### src/rtl/data_mem_arbiter.sv
// Two-port round-robin arbiter in front of a single data memory port.
// One access in flight: IDLE samples requests, ACCESS drives the memory
// for exactly one cycle, RESP returns load data to the winning port.
// All handshake outputs are registered, so there is no combinational
// path from any request input to gnt/rvalid/mem_we.
module data_mem_arbiter #(
    parameter int ADDR_WIDTH = 32,
    parameter int DATA_WIDTH = 32
) (
    input  logic                  clk,
    input  logic                  rst,

    input  logic                  m0_req,
    input  logic                  m0_we,
    input  logic [ADDR_WIDTH-1:0] m0_addr,
    input  logic [DATA_WIDTH-1:0] m0_wdata,
    input  logic [2:0]            m0_addrmode,
    output logic                  m0_gnt,
    output logic                  m0_rvalid,
    output logic [DATA_WIDTH-1:0] m0_rdata,

    input  logic                  m1_req,
    input  logic                  m1_we,
    input  logic [ADDR_WIDTH-1:0] m1_addr,
    input  logic [DATA_WIDTH-1:0] m1_wdata,
    input  logic [2:0]            m1_addrmode,
    output logic                  m1_gnt,
    output logic                  m1_rvalid,
    output logic [DATA_WIDTH-1:0] m1_rdata,

    output logic [ADDR_WIDTH-1:0] mem_A,
    output logic [DATA_WIDTH-1:0] mem_WD,
    output logic [2:0]            mem_AddrMode,
    output logic                  mem_we,
    input  logic [DATA_WIDTH-1:0] mem_RD
);

    typedef enum logic [1:0] {
        IDLE   = 2'd0,
        ACCESS = 2'd1,
        RESP   = 2'd2
    } state_t;

    state_t state, state_next;

    // Round-robin pointer: port that wins when both request.
    logic ptr, ptr_next;
    // Index of the port owning the in-flight access.
    logic sel, sel_next;
    // Latched direction of the in-flight access (1 = store).
    logic lat_we, lat_we_next;
    // Arbitration result for the current IDLE cycle.
    logic win;

    logic [ADDR_WIDTH-1:0] addr_next;
    logic [DATA_WIDTH-1:0] wdata_next;
    logic [2:0]            mode_next;
    logic                  mem_we_next;
    logic [1:0]            gnt, gnt_next;
    logic [1:0]            rvalid, rvalid_next;
    logic [DATA_WIDTH-1:0] rdata0, rdata0_next;
    logic [DATA_WIDTH-1:0] rdata1, rdata1_next;

    assign m0_gnt    = gnt[0];
    assign m1_gnt    = gnt[1];
    assign m0_rvalid = rvalid[0];
    assign m1_rvalid = rvalid[1];
    assign m0_rdata  = rdata0;
    assign m1_rdata  = rdata1;

    // State register; reset also aborts any in-flight access.
    always_ff @(posedge clk or negedge rst) begin
        if (!rst) begin
            state <= IDLE;
        end else begin
            state <= state_next;
        end
    end

    // Datapath and handshake registers, loaded from the next-state logic.
    always_ff @(posedge clk or negedge rst) begin
        if (!rst) begin
            ptr          <= 1'b0;
            sel          <= 1'b0;
            lat_we       <= 1'b0;
            mem_A        <= '0;
            mem_WD       <= '0;
            mem_AddrMode <= '0;
            mem_we       <= 1'b0;
            gnt          <= '0;
            rvalid       <= '0;
            rdata0       <= '0;
            rdata1       <= '0;
        end else begin
            ptr          <= ptr_next;
            sel          <= sel_next;
            lat_we       <= lat_we_next;
            mem_A        <= addr_next;
            mem_WD       <= wdata_next;
            mem_AddrMode <= mode_next;
            mem_we       <= mem_we_next;
            gnt          <= gnt_next;
            rvalid       <= rvalid_next;
            rdata0       <= rdata0_next;
            rdata1       <= rdata1_next;
        end
    end

    // Next-state and next-output logic; registers hold unless updated.
    always_comb begin
        state_next  = state;
        ptr_next    = ptr;
        sel_next    = sel;
        lat_we_next = lat_we;
        addr_next   = mem_A;
        wdata_next  = mem_WD;
        mode_next   = mem_AddrMode;
        mem_we_next = 1'b0;
        gnt_next    = '0;
        rvalid_next = '0;
        rdata0_next = rdata0;
        rdata1_next = rdata1;
        win         = (m0_req && m1_req) ? ptr : m1_req;

        case (state)
            IDLE: begin
                if (m0_req || m1_req) begin
                    state_next    = ACCESS;
                    sel_next      = win;
                    ptr_next      = ~win;
                    lat_we_next   = win ? m1_we       : m0_we;
                    addr_next     = win ? m1_addr     : m0_addr;
                    wdata_next    = win ? m1_wdata    : m0_wdata;
                    mode_next     = win ? m1_addrmode : m0_addrmode;
                    mem_we_next   = lat_we_next;
                    gnt_next[win] = 1'b1;
                end
            end
            ACCESS: begin
                if (lat_we) begin
                    state_next = IDLE;
                end else begin
                    state_next       = RESP;
                    rvalid_next[sel] = 1'b1;
                    if (sel) begin
                        rdata1_next = mem_RD;
                    end else begin
                        rdata0_next = mem_RD;
                    end
                end
            end
            RESP: begin
                state_next = IDLE;
            end
            default: begin
                state_next = IDLE;
            end
        endcase
    end

endmodule

### config.mk
export PLATFORM = sky130hd
export DESIGN_NAME = data_mem_arbiter
export DESIGN_NICKNAME = d
export VERILOG_FILES = /design/src/rtl/data_mem_arbiter.sv
export SDC_FILE = /design/constraint.sdc
export NUM_CORES = 1
export LEC_CHECK = 0
export CAP_MARGIN = 10
export CORE_ASPECT_RATIO = 0.6
export CORE_MARGIN = 3
export CORE_UTILIZATION = 45
export CTS_BUF_LIST = sky130_fd_sc_hd__clkbuf_8
export DETAILED_ROUTE_END_ITERATION = 10
export PLACE_DENSITY = 0.95
export SLEW_MARGIN = 5
export SYNTH_ARGS = -nofsm -noshare
export SYNTH_HDL_FRONTEND = slang
export SYNTH_SLANG_ARGS = --single-unit
### constraint.sdc
create_clock -name clk -period 3.2 [get_ports clk]
set_input_delay 0.64 -clock clk [delete_from_list [all_inputs] [get_ports clk]]
set_output_delay 0.64 -clock clk [all_outputs]
set_load 0.02 [all_outputs]
# == Word-level counts from Yosys, hierarchy flattened ==
# Index checks and enable logic that the tools add are counted.
# word_totals
word_cells,47
inputBits,172
regBits,141
out_inout_bits,136
# op_classes
bitwise_logic,3
eq_ne,2
order_cmp,4
reduce_logical,8
mux,18
# op_table
cell,n
two-way mux 32 bit,2
two-way mux 2 bit,6
two-way mux 1 bit,6
AND reduction 3 bit,2
< comparator 1 x 2 -> 1 bit (second input constant),2
case mux 2 bit (2 select lines),1
logical AND 1 bit,3
two-way mux 3 bit,1
inverter 1 bit,3
demux 1 bit (select 1 bit),2
equality test 2 x 1 -> 1 bit (second input constant),1
greater-or-equal comparator 1 bit (second input constant),2
logical NOT 2 bit,1
inequality test 2 bit (second input constant),1
AND reduction 2 bit,1
logical OR 1 bit,1

# == Depth between registers and ports, before layout ==
# logic_depth
ltp_word,8
mapped_depth,7
ltp_nobuf,4

# == Least setup slack after synthesis ==
# OpenSTA, ideal clock, no wires.
# synth_path
path_type,input to register
from,in m1_req
to,reg lat_we
setup_slack_ps,1620
path_buffers,3
required_time_ps,3070
arrival_time_ps,1450
path_stages,6
setup_ps,130
path_cell_list,or2_1 buf_4 buf_6 buf_2 a21oi_1 a31oi_1
# synth_via
elab_chain_cells,3
word_cells_on_any_way,5
classes_between,mux (2); reduce/logical (3)
# synth_rtl
element,line_no,text
from (decl),22,"input logic m1_req,"
logical AND 1 bit,123,win = (m0_req && m1_req) ? ptr : m1_req;
two-way mux 1 bit,123,
two-way mux 1 bit,131,lat_we_next = win ? m1_we : m0_we;
to (signal assigned),97,lat_we <= lat_we_next;
to (decl),51,"logic lat_we, lat_we_next;"
# Parallel ways exist; a longest one is shown, timed or not.
# A chain may end at the register's enable or synchronous reset.

# == Final worst setup path ==
# layout_path
from,in m0_req
to,reg mem_WD[24]
# layout_via
elab_chain_cells,3
word_cells_on_any_way,5
classes_between,mux (2); reduce/logical (3)
# layout_rtl
element,line_no,text
from (decl),13,"input logic m0_req,"
logical AND 1 bit,123,
two-way mux 1 bit,123,
two-way mux 32 bit,133,wdata_next = win ? m1_wdata : m0_wdata;
to (signal assigned),99,mem_WD <= wdata_next;
to (decl),32,"output logic [DATA_WIDTH-1:0] mem_WD,"
# Parallel ways exist; a longest one is shown, timed or not.

==> out/qor.yml <==
routing:
  vias_per_cell: 5.56
  drc: 0
  drt_pass1_iterations: 5
  drt_iter0_markers: 294
  wirelength_microns: 19300
  wl_per_cell_microns: 21.1
  ant_nets: 0
  via_count: 5083
timing:
  setup_viol: 0
  hold_viol_final: 0
  hold-worst-slack_ns: 0.241
  period_needed_ns: 2.29
  finalMaxSlewViolations: 0
  worstMarginPinSlew_ns: 0.966
  period_share_pct: 71.6
  fmax_ghz: 0.437
  final.setup_skew_ns: 0.00968
  relSlewSlack_pct: 35.6
  setup_ws_ns: 0.910
  rsz0062_at_grt: "no"
  setup-tns-final_ns: 0
global_routing:
  grt_max_degree: 82
  grt_pass1_wl_microns: 29700
  gr-usage-all-layers_pct: 24.5
  grt_overflow: 0
  antenna_found_initial: 0
  grt_pass1_vias: 5452
setup_path:
  critPathBufInv: 2
  cp.required_ns: 3.54
  path_class: "input pin to register"
  worstSetupEndpointType: "register"
  crit_family: "simple AND/OR/NAND/NOR gates"
  cp.arrival_ns: 2.63
  crit_fanout: 51
  slowest_stage: "and3_2"
  crit_chain: "clkdlybuf4s50_1 > nand2b_1 > buf_4 > and3_2 > a221o_1"
  critPathMaxStageDelay_ns: 0.84
  cp-start-kind: "input pin"
synthesis:
  synth_cell_type_count: 29
  ys_seq_area_share_pct: 56.5
  muxShareOfSynthArea_pct: 15.0
  synth-xor-area-share_pct: 0
  synth_compound_area_share_pct: 19.0
  synth_fa_ha_area_share_pct: 0
  synth_top_family_by_area: "compound AO/OA/AOI/OAI gates"
  netlist_instances: 439
  synth_simple_gate_area_share_pct: 2.87
  syn_avg_cell_area_sq_um: 14.2
  syn-num-nets: 611
  synth-seq-cells: 141
  syn_area_sq_mm: 0.00624
  ys_warn_count: 0
clock_tree:
  clock-sinks: 141
  cts_buffers: 17
  cts_max_level: 4
  clock_latency_ns: 0.41
  post_cts_buffers: 0
  cts_hold_buf: 0
  cts_tree: "done"
  ctsLongestPathBuffers: 2
  clkTransAtPathRegs_ns: 0.08
  cts_resized: 0
  ctsRootBufferMaster: "clkbuf_8"
die:
  core_sq_mm: 0.0132
  rows: 32
  die-width_microns: 158
  initial_core_util_pct: 47.3
  die_y_microns: 97.3
  die-area_sq_mm: 0.0154
  ios: 308
run_status:
  status: "completed"
final_layout:
  fin_cells: 914
  nets: 904
  syn2layout_area_growth_pct: 54.5
  drive_above_1_share_pct: 15.5
  utilization_pct: 73.0
  design_area_sq_mm: 0.00965
  n_antenna_cell: 0
place:
  gp_congestion: 0.820
  io_buffers: 307
  place_ws_ns: 0.542
  dp_cells: 883
  place_area_sq_mm: 0.00924
  dp_hpwl_microns: 14500
power_and_ir_drop:
  p_per_area_mw_per_mm2: 1050
  leakagePower_nw: 4.02
  power_mw: 10.1
  peakVddDrop_v: 0.000492
job:
  cap_violations: 0
hold_path:
  hold_path_class: "input pin to async pin"
-- where the power goes --
part | switching [mW] | internal, mW
logic | 2.59 | 2.84
clock network | 0.699 | 0.771
registers | 0.548 | 2.67
total | 3.84 | 6.28
-- placed cells by master (no fill, tap or decap) --
cell and count:
or2_2 1, inv_1 2, clkbuf_8 17, a21o_1 2, mux2_2 6, and2_2 1, a21boi_0 49, inv_6 2
nand2b_1 1, clkdlybuf4s50_1 306, nand2_4 1, clkinv_2 2, o21ai_1 3, bufinv_16 3, buf_12 2, nand3_1 19
mux2_4 58, nor3b_2 1, and2b_2 1, dfrtp_1 141, clkinvlp_4 2, and3_2 1, nand2_1 1, inv_2 1
nor2b_1 1, o21ai_0 16, a21oi_1 20, clkinv_4 4, buf_6 1, a221o_1 49, buf_4 9, and3_4 1
nor2_4 1, a31oi_1 19
-- state kept, by name, summed over array words and instances (netlist names), 2 cells and up --
name          flops
m0_rdata         32
mem_WD           32
state             2
m1_rdata         32
gnt               2
mem_A            32
rvalid            2
mem_AddrMode      3
-- worst paths after layout --
| kind | start | to | slack [ns] | depth (start not counted) |
|---|---|---|---|---|
| max in group asynchronous | rst | mem_WD[16] | 2.13 | 2 |
| min reg2reg | lat_we | state[1] | 0.47 | 1 |
| min in group clk | lat_we | state[1] | 0.47 | 1 |
| max | m0_req | mem_WD[24] | 0.91 | 5 |
| min | rst | m1_rdata[15] | 0.24 | 1 |
| max reg2reg | state[1] | m1_rdata[1] | 1.14 | 4 |
-- layout make-up --
class                           count  area, sq um
Clock buffer                       17          234
Clock inverter                     14          171
Fill cell                         864         3560
Inverter                            2         7.51
Multi-Input combinational cell    252         2310
Sequential cell                   141         3530
Tap cell                          170          213
Timing Repair Buffer              318         3180
-- cell families (layout without fill, tap and decap cells) --
group,count (synthesis),count (layout)
AO/OA/AOI/OAI,158,158
buffers and inverters,46,351
multiplexers,64,64
AND/OR/NAND/NOR,30,30
flip-flops,141,141
-- per-layer routing --
layer	GRT usage, %	share of wire [%]	vias to the layer above
met5	0	0	-
met4	6.61	1.9	0
met3	5.74	6.7	34
met2	43.0	51	252
met1	30.4	40	2547
li1	-	-	2250
-- synth_stat cells --
cell type    n  share of area, %
nand2_4      1              0.18
dfrtp_1    141                57
mux2_4      58                14
nand2b_1     1              0.10
nand2_1      1             0.060
clkbuf_1    12              0.72
and2_1       1              0.10
a21boi_0    49               5.9
a31oi_1     19               1.9
buf_2        8              0.64
nor2_2       1              0.10
a21oi_1     20               1.6
and3_1       1              0.10
buf_12       6               1.9
inv_2        1             0.060
o21ai_0     16               1.3
a221o_1     49               7.9
o21ai_1      3              0.24
mux2_2       6               1.1
inv_1        1             0.060
and2b_1      1              0.12
a21o_1       2              0.24
or2_1        1              0.10
nor2b_1      1              0.10
nand3_1     19               1.5
buf_6       17               3.1
nor3b_2      1              0.20
buf_4        1              0.12
and3_4       1              0.18
Note: power is estimated with default switching activity, not from simulation.
